--- config.mk ---
export PLATFORM = sky130hd
export DESIGN_NAME = tekbot_motor_driver
export DESIGN_NICKNAME = d
export VERILOG_FILES = /design/src/rtl/tekbot_motor_driver.sv
export SDC_FILE = /design/constraint.sdc
export NUM_CORES = 1
export LEC_CHECK = 0
export ABC_CLOCK_PERIOD_IN_PS = 7400
export CELL_PAD_IN_SITES_DETAIL_PLACEMENT = 0
export CELL_PAD_IN_SITES_GLOBAL_PLACEMENT = 2
export CORE_UTILIZATION = 35
export CTS_CLUSTER_SIZE = 28
export DETAILED_ROUTE_END_ITERATION = 12
export PLACE_DENSITY = 0.84
export SLEW_MARGIN = 20
export SYNTH_ARGS = -nofsm -noshare
export SYNTH_HDL_FRONTEND = slang
export SYNTH_SLANG_ARGS = --single-unit
--- constraint.sdc ---
create_clock -name clk -period 7.4 [get_ports clk]
set_clock_uncertainty 0.2 [all_clocks]
set_input_delay 1.48 -clock clk [delete_from_list [all_inputs] [get_ports clk]]
set_output_delay 1.48 -clock clk [all_outputs]
set_load 0.1 [all_outputs]
--- src/rtl/tekbot_motor_driver.sv ---
// tekbot_motor_driver: synchronised, PWM-gated TekBot H-bridge driver with reversal dead-time
module tekbot_motor_channel #(
  parameter int DEAD_CYCLES = 16
) (
  input  logic clk,
  input  logic reset,
  input  logic en_s,
  input  logic dir_s,
  input  logic pwm_on_next,
  output logic pwm,
  output logic dir,
  output logic dead
);
  localparam logic [1:0] OFF = 2'd0, RUN = 2'd1, DEAD = 2'd2;
  localparam logic [15:0] RELOAD = 16'(DEAD_CYCLES - 1);
  logic [1:0] state, state_n;
  logic [15:0] cnt, cnt_n;
  logic dir_n;
  always_comb begin
    state_n = state;
    cnt_n = cnt;
    dir_n = dir;
    if (!en_s) state_n = OFF;
    else if (dir_s != dir) begin
      state_n = DEAD;
      dir_n = dir_s;
      cnt_n = RELOAD;
    end
    else if (state == OFF) state_n = RUN;
    else if (state != RUN) begin
      state_n = cnt == 16'd0 ? RUN : DEAD;
      cnt_n = cnt == 16'd0 ? cnt : cnt - 16'd1;
    end
  end
  // pwm follows next_state so it drops on the same edge dir_q changes
  always_ff @(posedge clk or posedge reset) begin
    if (reset) begin
      state <= OFF;
      cnt <= '0;
      dir <= 1'b0;
      pwm <= 1'b0;
    end else begin
      state <= state_n;
      cnt <= cnt_n;
      dir <= dir_n;
      pwm <= (state_n == RUN) && pwm_on_next;
    end
  end
  assign dead = state == DEAD;
endmodule

module tekbot_motor_driver #(
  parameter int PWM_WIDTH = 8,
  parameter int DEAD_CYCLES = 16,
  parameter int SYNC_STAGES = 2
) (
  input  logic clk,
  input  logic reset,
  input  logic Len,
  input  logic Ldir,
  input  logic Ren,
  input  logic Rdir,
  input  logic [PWM_WIDTH-1:0] duty,
  output logic l_pwm,
  output logic l_dir,
  output logic r_pwm,
  output logic r_dir,
  output logic l_dead,
  output logic r_dead
);
  logic [SYNC_STAGES-1:0][3:0] sync;
  logic [3:0] cmd;
  logic [PWM_WIDTH-1:0] pwm_cnt, duty_q, cnt_n, duty_n;
  logic pwm_on_next;
  assign cnt_n = pwm_cnt + 1'b1;
  assign duty_n = &pwm_cnt ? duty : duty_q;
  assign pwm_on_next = cnt_n < duty_n;
  assign cmd = sync[SYNC_STAGES-1];
  always_ff @(posedge clk or posedge reset) begin
    if (reset) begin
      sync <= '0;
      pwm_cnt <= '0;
      duty_q <= '0;
    end else begin
      sync <= {sync[SYNC_STAGES-2:0], {Len, Ldir, Ren, Rdir}};
      pwm_cnt <= cnt_n;
      duty_q <= duty_n;
    end
  end
  tekbot_motor_channel #(.DEAD_CYCLES(DEAD_CYCLES)) u_left (
    .clk(clk), .reset(reset), .en_s(cmd[3]), .dir_s(cmd[2]), .pwm_on_next(pwm_on_next),
    .pwm(l_pwm), .dir(l_dir), .dead(l_dead)
  );
  tekbot_motor_channel #(.DEAD_CYCLES(DEAD_CYCLES)) u_right (
    .clk(clk), .reset(reset), .en_s(cmd[1]), .dir_s(cmd[0]), .pwm_on_next(pwm_on_next),
    .pwm(r_pwm), .dir(r_dir), .dead(r_dead)
  );
endmodule
-- Yosys cells after proc, flatten, opt, wreduce, memory -nomap -nowiden
Index checks and enable logic that the tools add are counted.
- register bits after elaboration: 64
- input bits: 14
- $add $sub $neg: 3
- $lt $le $gt $ge: 1
- eq/ne operators: 12
- mux-type cells: 19
- reductions and logical operators: 13
- operators with widths (operator ; count):
    two-way mux 16 bit ; 8
    zero test 16 bit ; 2
    subtractor 16 x 1 -> 16 bit (second input constant) ; 2
    two-way mux 2 bit ; 10
    inequality test 2 x 1 -> 1 bit (second input constant) ; 6
    adder 8 x 1 -> 8 bit (second input constant) ; 1
    less-than comparator 8 bit ; 1
    two-way mux 8 bit ; 1
    AND reduction 4 bit ; 2
    AND reduction 8 bit ; 1
    == test 2 x 1 -> 1 bit (second input constant) ; 2
    == test 2 bit (second input constant) ; 2
    zero test 2 bit ; 2
    AND reduction 2 bit ; 2
    nonzero test 2 bit ; 2
    logical AND 1 bit ; 2
    inequality test 1 bit ; 2

-- Logic depth before layout (Yosys ltp)
Gate-level depths: netlist (run 1).
- depth in word-level cells: 8
- depth in mapped cells: 11

-- By module
From an unflattened synthesis (run 1), not the netlist that was laid out.
- cell total of the unflattened synthesis: 309
- area total of the unflattened synthesis: 3196.8 sq um
- modules (own cells, without submodules) (module ; times used ; cells an instance ; area each (sq um) ; sequential area each (sq um)):
    tekbot_motor_channel ; 2 ; 115 ; 1093.5 ; 500.5
    tekbot_motor_driver ; 1 ; 79 ; 1009.7 ; 600.6

-- Worst setup path after synthesis (run 1)
OpenSTA, ideal clock, no wires.
- kind: flip-flop to output port
- start: reg u_left.state[1]
- end: out l_dead
- arrival: 1.703 ns
- setup slack: 4.017 ns
- cell stages (with the launch flop): 2
- cell sequence: dfrtp_1 > nor2b_1
- longest elaborated chain between the ends: 1
- RTL lines (element ; RTL line ; RTL):
    from (decl) ; 16 ; logic [1:0] state, state_n;
    from (signal assigned) ; 43 ; state <= state_n;
    == test 2 bit ; 49 ; assign dead = state == DEAD;
    to (decl) ; 68 ; output logic l_dead,
Every way passes these cells.

-- Worst setup path in the final report (run 1)
Ends and elaborated chain as after synthesis.

==> results of run 1 <==
## cells in the mapped netlist, types with 2 or more instances
| master | instances |
|---|---|
| or2_2 | 3 |
| a21o_1 | 2 |
| nand2b_1 | 2 |
| nand2_1 | 15 |
| o211ai_1 | 5 |
| nor3_1 | 4 |
| nor2b_1 | 4 |
| mux2_2 | 6 |
| ha_1 | 12 |
| or4_1 | 7 |
| nand3_1 | 9 |
| and2_1 | 4 |
| inv_1 | 16 |
| clkbuf_1 | 4 |
| nor2_1 | 24 |
| xnor2_1 | 15 |
| o41ai_1 | 3 |
| nor4_1 | 7 |
| or3_1 | 5 |
| a2bb2oi_1 | 2 |
| o21ai_0 | 7 |
| xor2_1 | 9 |
| nor4b_1 | 4 |
| dfrtp_1 | 64 |
| a21oi_1 | 14 |
| o2111ai_1 | 2 |
| mux2i_1 | 4 |
| a211oi_1 | 2 |
| and3_1 | 4 |
| o31ai_1 | 4 |
## area by class of cell
cell class              count  area (sq um)
fillers                   775          4700
flip-flops and latches     64          1600
multi-input cells         195          1360
repair buffers             20           198
clock buffers              11           151
well taps                 105           131
clock inverters             5           103
inverters                  16          60.1
## where the power goes
part / leakage, nW / switching [mW] / internal [mW]
combinational: 0.660 / 0.0515 / 0.0245
clock: 0.126 / 0.133 / 0.242
sequential: 0.813 / 0.00935 / 0.360
total: 1.60 / 0.193 / 0.626
## flip-flops by register name, summed over array words and instances (netlist names)
name / count
u_left.cnt: 16
u_right.cnt: 16
duty_q: 8
pwm_cnt: 8
cmd: 4
sync: 4
u_left.state: 2
u_right.state: 2
u_left.dir: 1
u_left.pwm: 1
u_right.dir: 1
u_right.pwm: 1
## cell usage in the layout (no fill, tap or decap), drive strengths merged, types with 3 or more instances in the layout
cell type | Yosys | final
bufinv | 0 | 3
nor2b | 4 | 4
and3 | 4 | 4
o31ai | 4 | 4
or4 | 8 | 8
o2111ai | 3 | 3
o21ai | 8 | 8
nor2 | 24 | 24
nor3 | 5 | 5
nand2 | 15 | 15
inv | 16 | 16
a21oi | 14 | 14
o211ai | 5 | 5
and2 | 4 | 4
clkdlybuf4s50 | 0 | 19
mux2i | 4 | 4
xnor2 | 15 | 15
or3 | 6 | 6
nor4b | 4 | 4
mux2 | 6 | 6
nand3 | 9 | 9
o41ai | 3 | 3
ha | 12 | 12
dfrtp | 64 | 64
nor4 | 7 | 7
clkbuf | 4 | 11
or2 | 3 | 3
xor2 | 9 | 9
## through the flow
stage | cell area, sq um | util | instances | setup WS [ns]
2_1_floorplan | 3040 | - | 280 | 4.02
3_3_place_gp | 3350 | 0.403 | 400 | 3.99
3_5_place_dp | 3350 | 0.403 | 400 | 3.93
4_1_cts | 3600 | 0.434 | 416 | 3.70
5_1_grt | 3600 | 0.434 | 416 | 3.65
6_report | 3600 | 0.434 | 416 | 3.73
## worst reg2reg max path, stage by stage (launching register included)
cell     delay [ns]
dfrtp_1        0.41
ha_1           0.24
nand3_1        0.13
nor3_2         0.72
mux2_2         0.43
inv_1          0.06
ha_1           0.24
a21oi_1        0.13
nor2b_1        0.05
o21ai_0        0.13
o21ai_0        0.13
nor4b_1        0.27
## cells by family (layout without fill, tap and decap cells)
logic type / after synthesis / in the layout / synth area share
AOI/OAI and AO/OA: 50 / 50 / 0.112
buffers and inverters: 21 / 52 / 0.0263
adders and majority gates: 12 / 12 / 0.0494
DFF: 64 / 64 / 0.527
and+or+nand+nor: 99 / 99 / 0.180
xor gates and xnor gates: 24 / 24 / 0.0692
muxes: 10 / 10 / 0.0354
## metal layers
metal,global-route usage,part of all wire
met5,0,0
met4,0.0606,0.016
met1,0.186,0.49
met2,0.218,0.46
met3,0.0407,0.031
## final timing paths
path                                                    to                 startpoint  slack [ns]  cells after the start
worst min-delay path                      cmd[0]$_DFF_PP0_          sync[0]$_DFF_PP0_        0.15                      0
worst max-delay path                                l_dead  u_left.state[1]$_DFF_PP0_        3.73                      2
worst max register to register       u_right.pwm$_DFF_PP0_       pwm_cnt[0]$_DFF_PP0_        4.13                     11
min in group asynchronous       u_right.cnt[2]$_DFFE_PP0P_                      reset        1.49                      3
max in group asynchronous       u_left.cnt[14]$_DFFE_PP0P_                      reset        4.98                      3
worst min register to register            cmd[0]$_DFF_PP0_          sync[0]$_DFF_PP0_        0.15                      0
==> out/results.txt, run 1 <==
pwr dens -> 227 nW/um^2
DRT Pass-1 Iters -> 4
Worst EP arrival -> 1.99 ns
GRT Total Usage -> 0.142
num rows -> 33
Yosys Warn Count -> 0
Die Height -> 95.2 um
status -> completed
clock buffer depth -> 2
CTS tree -> done
final critical-path share of the clock period -> 0.496
leak pwr -> 1.60 nW
synth unique cells -> 47
crit path max-delay cell type -> clkdlybuf4s50_1
core area -> 8300 sq um
CTS Hold Bufs -> 0
port bufs -> 19
setup TNS -> 0 ns
post-CTS setup buffer count -> 0
Synth area leader -> dfrtp_1
CTS clk-pin slew, worst paths -> 0.07 ns
cell family with most CP delay -> buffers and inverters
routed vias -> 2,097
unrepaired setup endpoints after global routing -> no
Setup crit end kind -> primary output
Max FO, Critical Path -> 4
Die X -> 95.2 um
slowest stage delay, CP -> 1.14 ns
FFs w/ async S/R, synth -> 1.00
worst path cell trace -> nor2b_1 > clkdlybuf4s50_1
max frequency -> 272 MHz
initial antenna violation count -> 0
Syn-to-layout area delta -> 18.5%
Startpoint Class -> flop
CTS Buf Count -> 9
first-pass GRT wire length -> 9.78 mm
endpoints failing hold -> 0
source-to-sink clock delay at the later pin of the worst-skew pair -> 0.33 ns
Post-synth EDFFs -> 0
DIE AREA -> 9060 sq um
Cells after Synth -> 280
number of buffers and inverters on the critical path -> 1
min-delay worst type -> reg2reg
Synth area leaders -> dfrtp_1 (53%), ha_1 (4.9%), xnor2_1 (4.3%), nor2_1 (3.0%), xor2_1 (2.6%)
drt initial violations -> 139
antenna-violating nets left -> 0
initial core utilization -> 0.366
fin crit period -> 3.67 ns
largest net degree at the start of global routing -> 65
CTS sink count -> 64
H-tree levels -> 3
GP Congestion -> 0.739
number of global-route vias before repair -> 2,095
Synth Cell Area -> 3040 sq um
Syn Nets -> 306
Power Total -> 0.819 mW
Residual DRC -> 0
setup violators final -> 0
final WL -> 5.55 mm
Syn Area/Cell -> 10.9 sq um
Slew @ Worst Pin -> 0.991 ns
Worst Path Required -> 5.72 ns
wire per inst -> 13.3 um
Overflow after GRT -> 0
# IOs -> 20
CTS root buf -> clkbuf_8
n_diodes -> 0
Main synth FF type -> dfrtp_1
detail-routed via count per cell -> 5.04
Yosys top cell area share -> 0.527
VDD IR max -> 0.111 mV
Final #Nets -> 332
sequential share of the synthesized area -> 0.527
dpl hpwl -> 3.84 mm
crit path kind -> reg2out
max_slew headroom -> 0.337
Max Cap Viol -> 0
share of cells above drive strength 1 -> 0.103
PostCTS Resize Cnt -> 0
register bit total from synthesis -> 64
Slew Limit Fails -> 0
Hold WS -> 0.151 ns
(Power assumes the default switching activity.)
==> inputs of run 2 (changes only) <==
--- a/config.mk
+++ b/config.mk
@@ -5,7 +5,7 @@
 export SDC_FILE = /design/constraint.sdc
 export NUM_CORES = 1
 export LEC_CHECK = 0
-export ABC_CLOCK_PERIOD_IN_PS = 7400
+export ABC_CLOCK_PERIOD_IN_PS = 3500
 export CELL_PAD_IN_SITES_DETAIL_PLACEMENT = 0
 export CELL_PAD_IN_SITES_GLOBAL_PLACEMENT = 2
 export CORE_UTILIZATION = 35
==> constraint.sdc (replaced) <==
create_clock -name clk -period 3.5 [get_ports clk]
set_clock_uncertainty 0.2 [all_clocks]
set_input_delay 0.7 -clock clk [delete_from_list [all_inputs] [get_ports clk]]
set_output_delay 0.7 -clock clk [all_outputs]
set_load 0.1 [all_outputs]
==> run 2 against run 1 <==
Compared with the run above: global-route usage increased by 0.72 points; die area is the same; critical endpoint is now u_left.pwm$_DFF_PP0_; critical path type is now reg2reg; largest cell class unchanged; sequential share of layout area rose by 0.47 points; critical path depth increased by 10.
==> out/results.txt, run 2 (same netlist as run 1, synthesis figures left out) <==
status -> completed
PostCTS Resize Cnt -> 0
largest net degree at the start of global routing -> 54
Worst EP arrival -> 2.91 ns
Startpoint Class -> flop
final WL -> 5.76 mm
commonest cells after routing, fill and taps aside -> dfrtp_1 (64), nor2_1 (24), inv_1 (15), nand2_1 (15), xnor2_1 (15)
GRT Total Usage -> 0.149
H-tree levels -> 3
Power Total -> 1.60 mW
DRT Pass-1 Iters -> 4
dpl hpwl -> 3.97 mm
num rows -> 33
CTS tree -> done
initial core utilization -> 0.366
max frequency -> 349 MHz
CTS root buf -> clkbuf_8
r2r setup slk -> 0.64 ns
CTS Buf Count -> 9
Overflow after GRT -> 0
share of cells above drive strength 1 -> 0.128
min-delay worst type -> reg2reg
r2r startpoint -> pwm_cnt[0]$_DFF_PP0_
placed cell count -> 402
Slew Limit Fails -> 0
Die X -> 95.2 um
setup TNS -> 0 ns
# IOs -> 20
fin cells -> 418
Slew @ Worst Pin -> 0.716 ns
FILL cells -> 784
Worst Path Required -> 3.55 ns
pwr dens -> 448 nW/um^2
final critical-path share of the clock period -> 0.818
leak pwr -> 1.59 nW
n_diodes -> 0
wire per inst -> 13.8 um
post-CTS setup buffer count -> 0
Storage cell area -> 1600 sq um
commonest non-fill, non-tap cell in the layout -> dfrtp_1
antenna-violating nets left -> 0
fin crit period -> 2.86 ns
drt initial violations -> 79
crit path kind -> reg2reg
Residual DRC -> 0
core area -> 8300 sq um
setup violators final -> 0
multi-input combinational cell area -> 1360 sq um
max_slew headroom -> 0.521
Setup crit end kind -> flop
CTS Hold Bufs -> 0
first-pass GRT wire length -> 10.1 mm
Max FO, Critical Path -> 6
VDD IR max -> 0.222 mV
biggest regs -> u_left.cnt: 16 flops, u_right.cnt: 16 flops
GP Congestion -> 0.753
initial antenna violation count -> 0
Reg-to-Reg End -> u_left.pwm$_DFF_PP0_
DIE AREA -> 9060 sq um
Die Height -> 95.2 um
port bufs -> 19
Worst R2R Path Depth -> 12
hold depth -> 0
clock buffer depth -> 2
CTS clk-pin slew, worst paths -> 0.09 ns
detail-routed via count per cell -> 5.04
Max Cap Viol -> 0
CTS sink count -> 64
Syn-to-layout area delta -> 17.3%
routed vias -> 2,107
Final #Nets -> 334
Setup crit start -> pwm_cnt[0]$_DFF_PP0_
source-to-sink clock delay at the later pin of the worst-skew pair -> 0.35 ns
endpoints failing hold -> 0
number of global-route vias before repair -> 2,093
crit path to -> u_left.pwm$_DFF_PP0_
unrepaired setup endpoints after global routing -> no
[run 2: cell types whose count changed in the layout (fill, tap and decap cells not counted)]
cell,previous run,this run
clkinvlp_4,1,2
buf_4,1,8
buf_12,0,1
clkinv_2,1,0
clkinv_4,0,2
inv_6,0,2
bufinv_16,3,1
clkbuf_8,11,9
clkdlybuf4s50_1,19,13
[run 2: stage by stage]
stage / area (sq um) / setup slack (ns) / utilization / hold slack [ns]
2_1_floorplan: 3040 / 0.699 / - / 0.131
3_3_place_gp: 3360 / 0.773 / 0.405 / 0.133
3_5_place_dp: 3360 / 0.698 / 0.405 / 0.137
4_1_cts: 3560 / 0.638 / 0.430 / 0.153
5_1_grt: 3560 / 0.384 / 0.430 / 0.168
6_report: 3560 / 0.638 / 0.430 / 0.153
[run 2: per-layer routing]
layer | global-route usage | routed length [um] | vias up
met5 | 0 | 0 | -
met3 | 0.0319 | 133 | 12
met4 | 0.0846 | 153 | 0
met2 | 0.222 | 2570 | 26
met1 | 0.200 | 2900 | 1003
li1 | - | - | 1066
[run 2: how the worst min path moves through the flow]
| stage | end | from | slack (ns) |
|---|---|---|---|
| floorplan | cmd[0]$_DFF_PP0_ | sync[0]$_DFF_PP0_ | 0.13 |
| CTS | cmd[0]$_DFF_PP0_ | sync[0]$_DFF_PP0_ | 0.15 |
| global route | cmd[1]$_DFF_PP0_ | sync[1]$_DFF_PP0_ | 0.17 |
| global placement | cmd[2]$_DFF_PP0_ | sync[2]$_DFF_PP0_ | 0.13 |
| finish | cmd[1]$_DFF_PP0_ | sync[1]$_DFF_PP0_ | 0.15 |
| detailed placement | cmd[0]$_DFF_PP0_ | sync[0]$_DFF_PP0_ | 0.14 |
[run 2: final cells by class]
| cell class | count | area share |
|---|---|---|
| multi-input combinational | 195 | 0.381 |
| tap | 105 | 0.0369 |
| timing repair buffer | 22 | 0.0590 |
| inverter | 16 | 0.0168 |
| sequential | 64 | 0.449 |
| clock buffer | 9 | 0.0347 |
| clock inverter | 7 | 0.0225 |
[run 2: critical path, cell delays in order, from the launching register on]
cell	delay (ns)
dfrtp_1	0.41
ha_1	0.23
nand3_1	0.13
nor3_2	0.22
buf_4	0.19
mux2_2	0.35
inv_1	0.07
ha_1	0.24
a21oi_1	0.14
nor2b_1	0.06
o21ai_0	0.12
o21ai_0	0.13
nor4b_1	0.28
[run 2: power breakdown]
group	switching, mW	leakage (nW)	internal, mW	total, mW
Clock	0.323	0.0964	0.336	0.658
Sequential	0.0204	0.813	0.760	0.780
Combinational	0.108	0.685	0.0514	0.160
Total	0.451	1.59	1.15	1.60
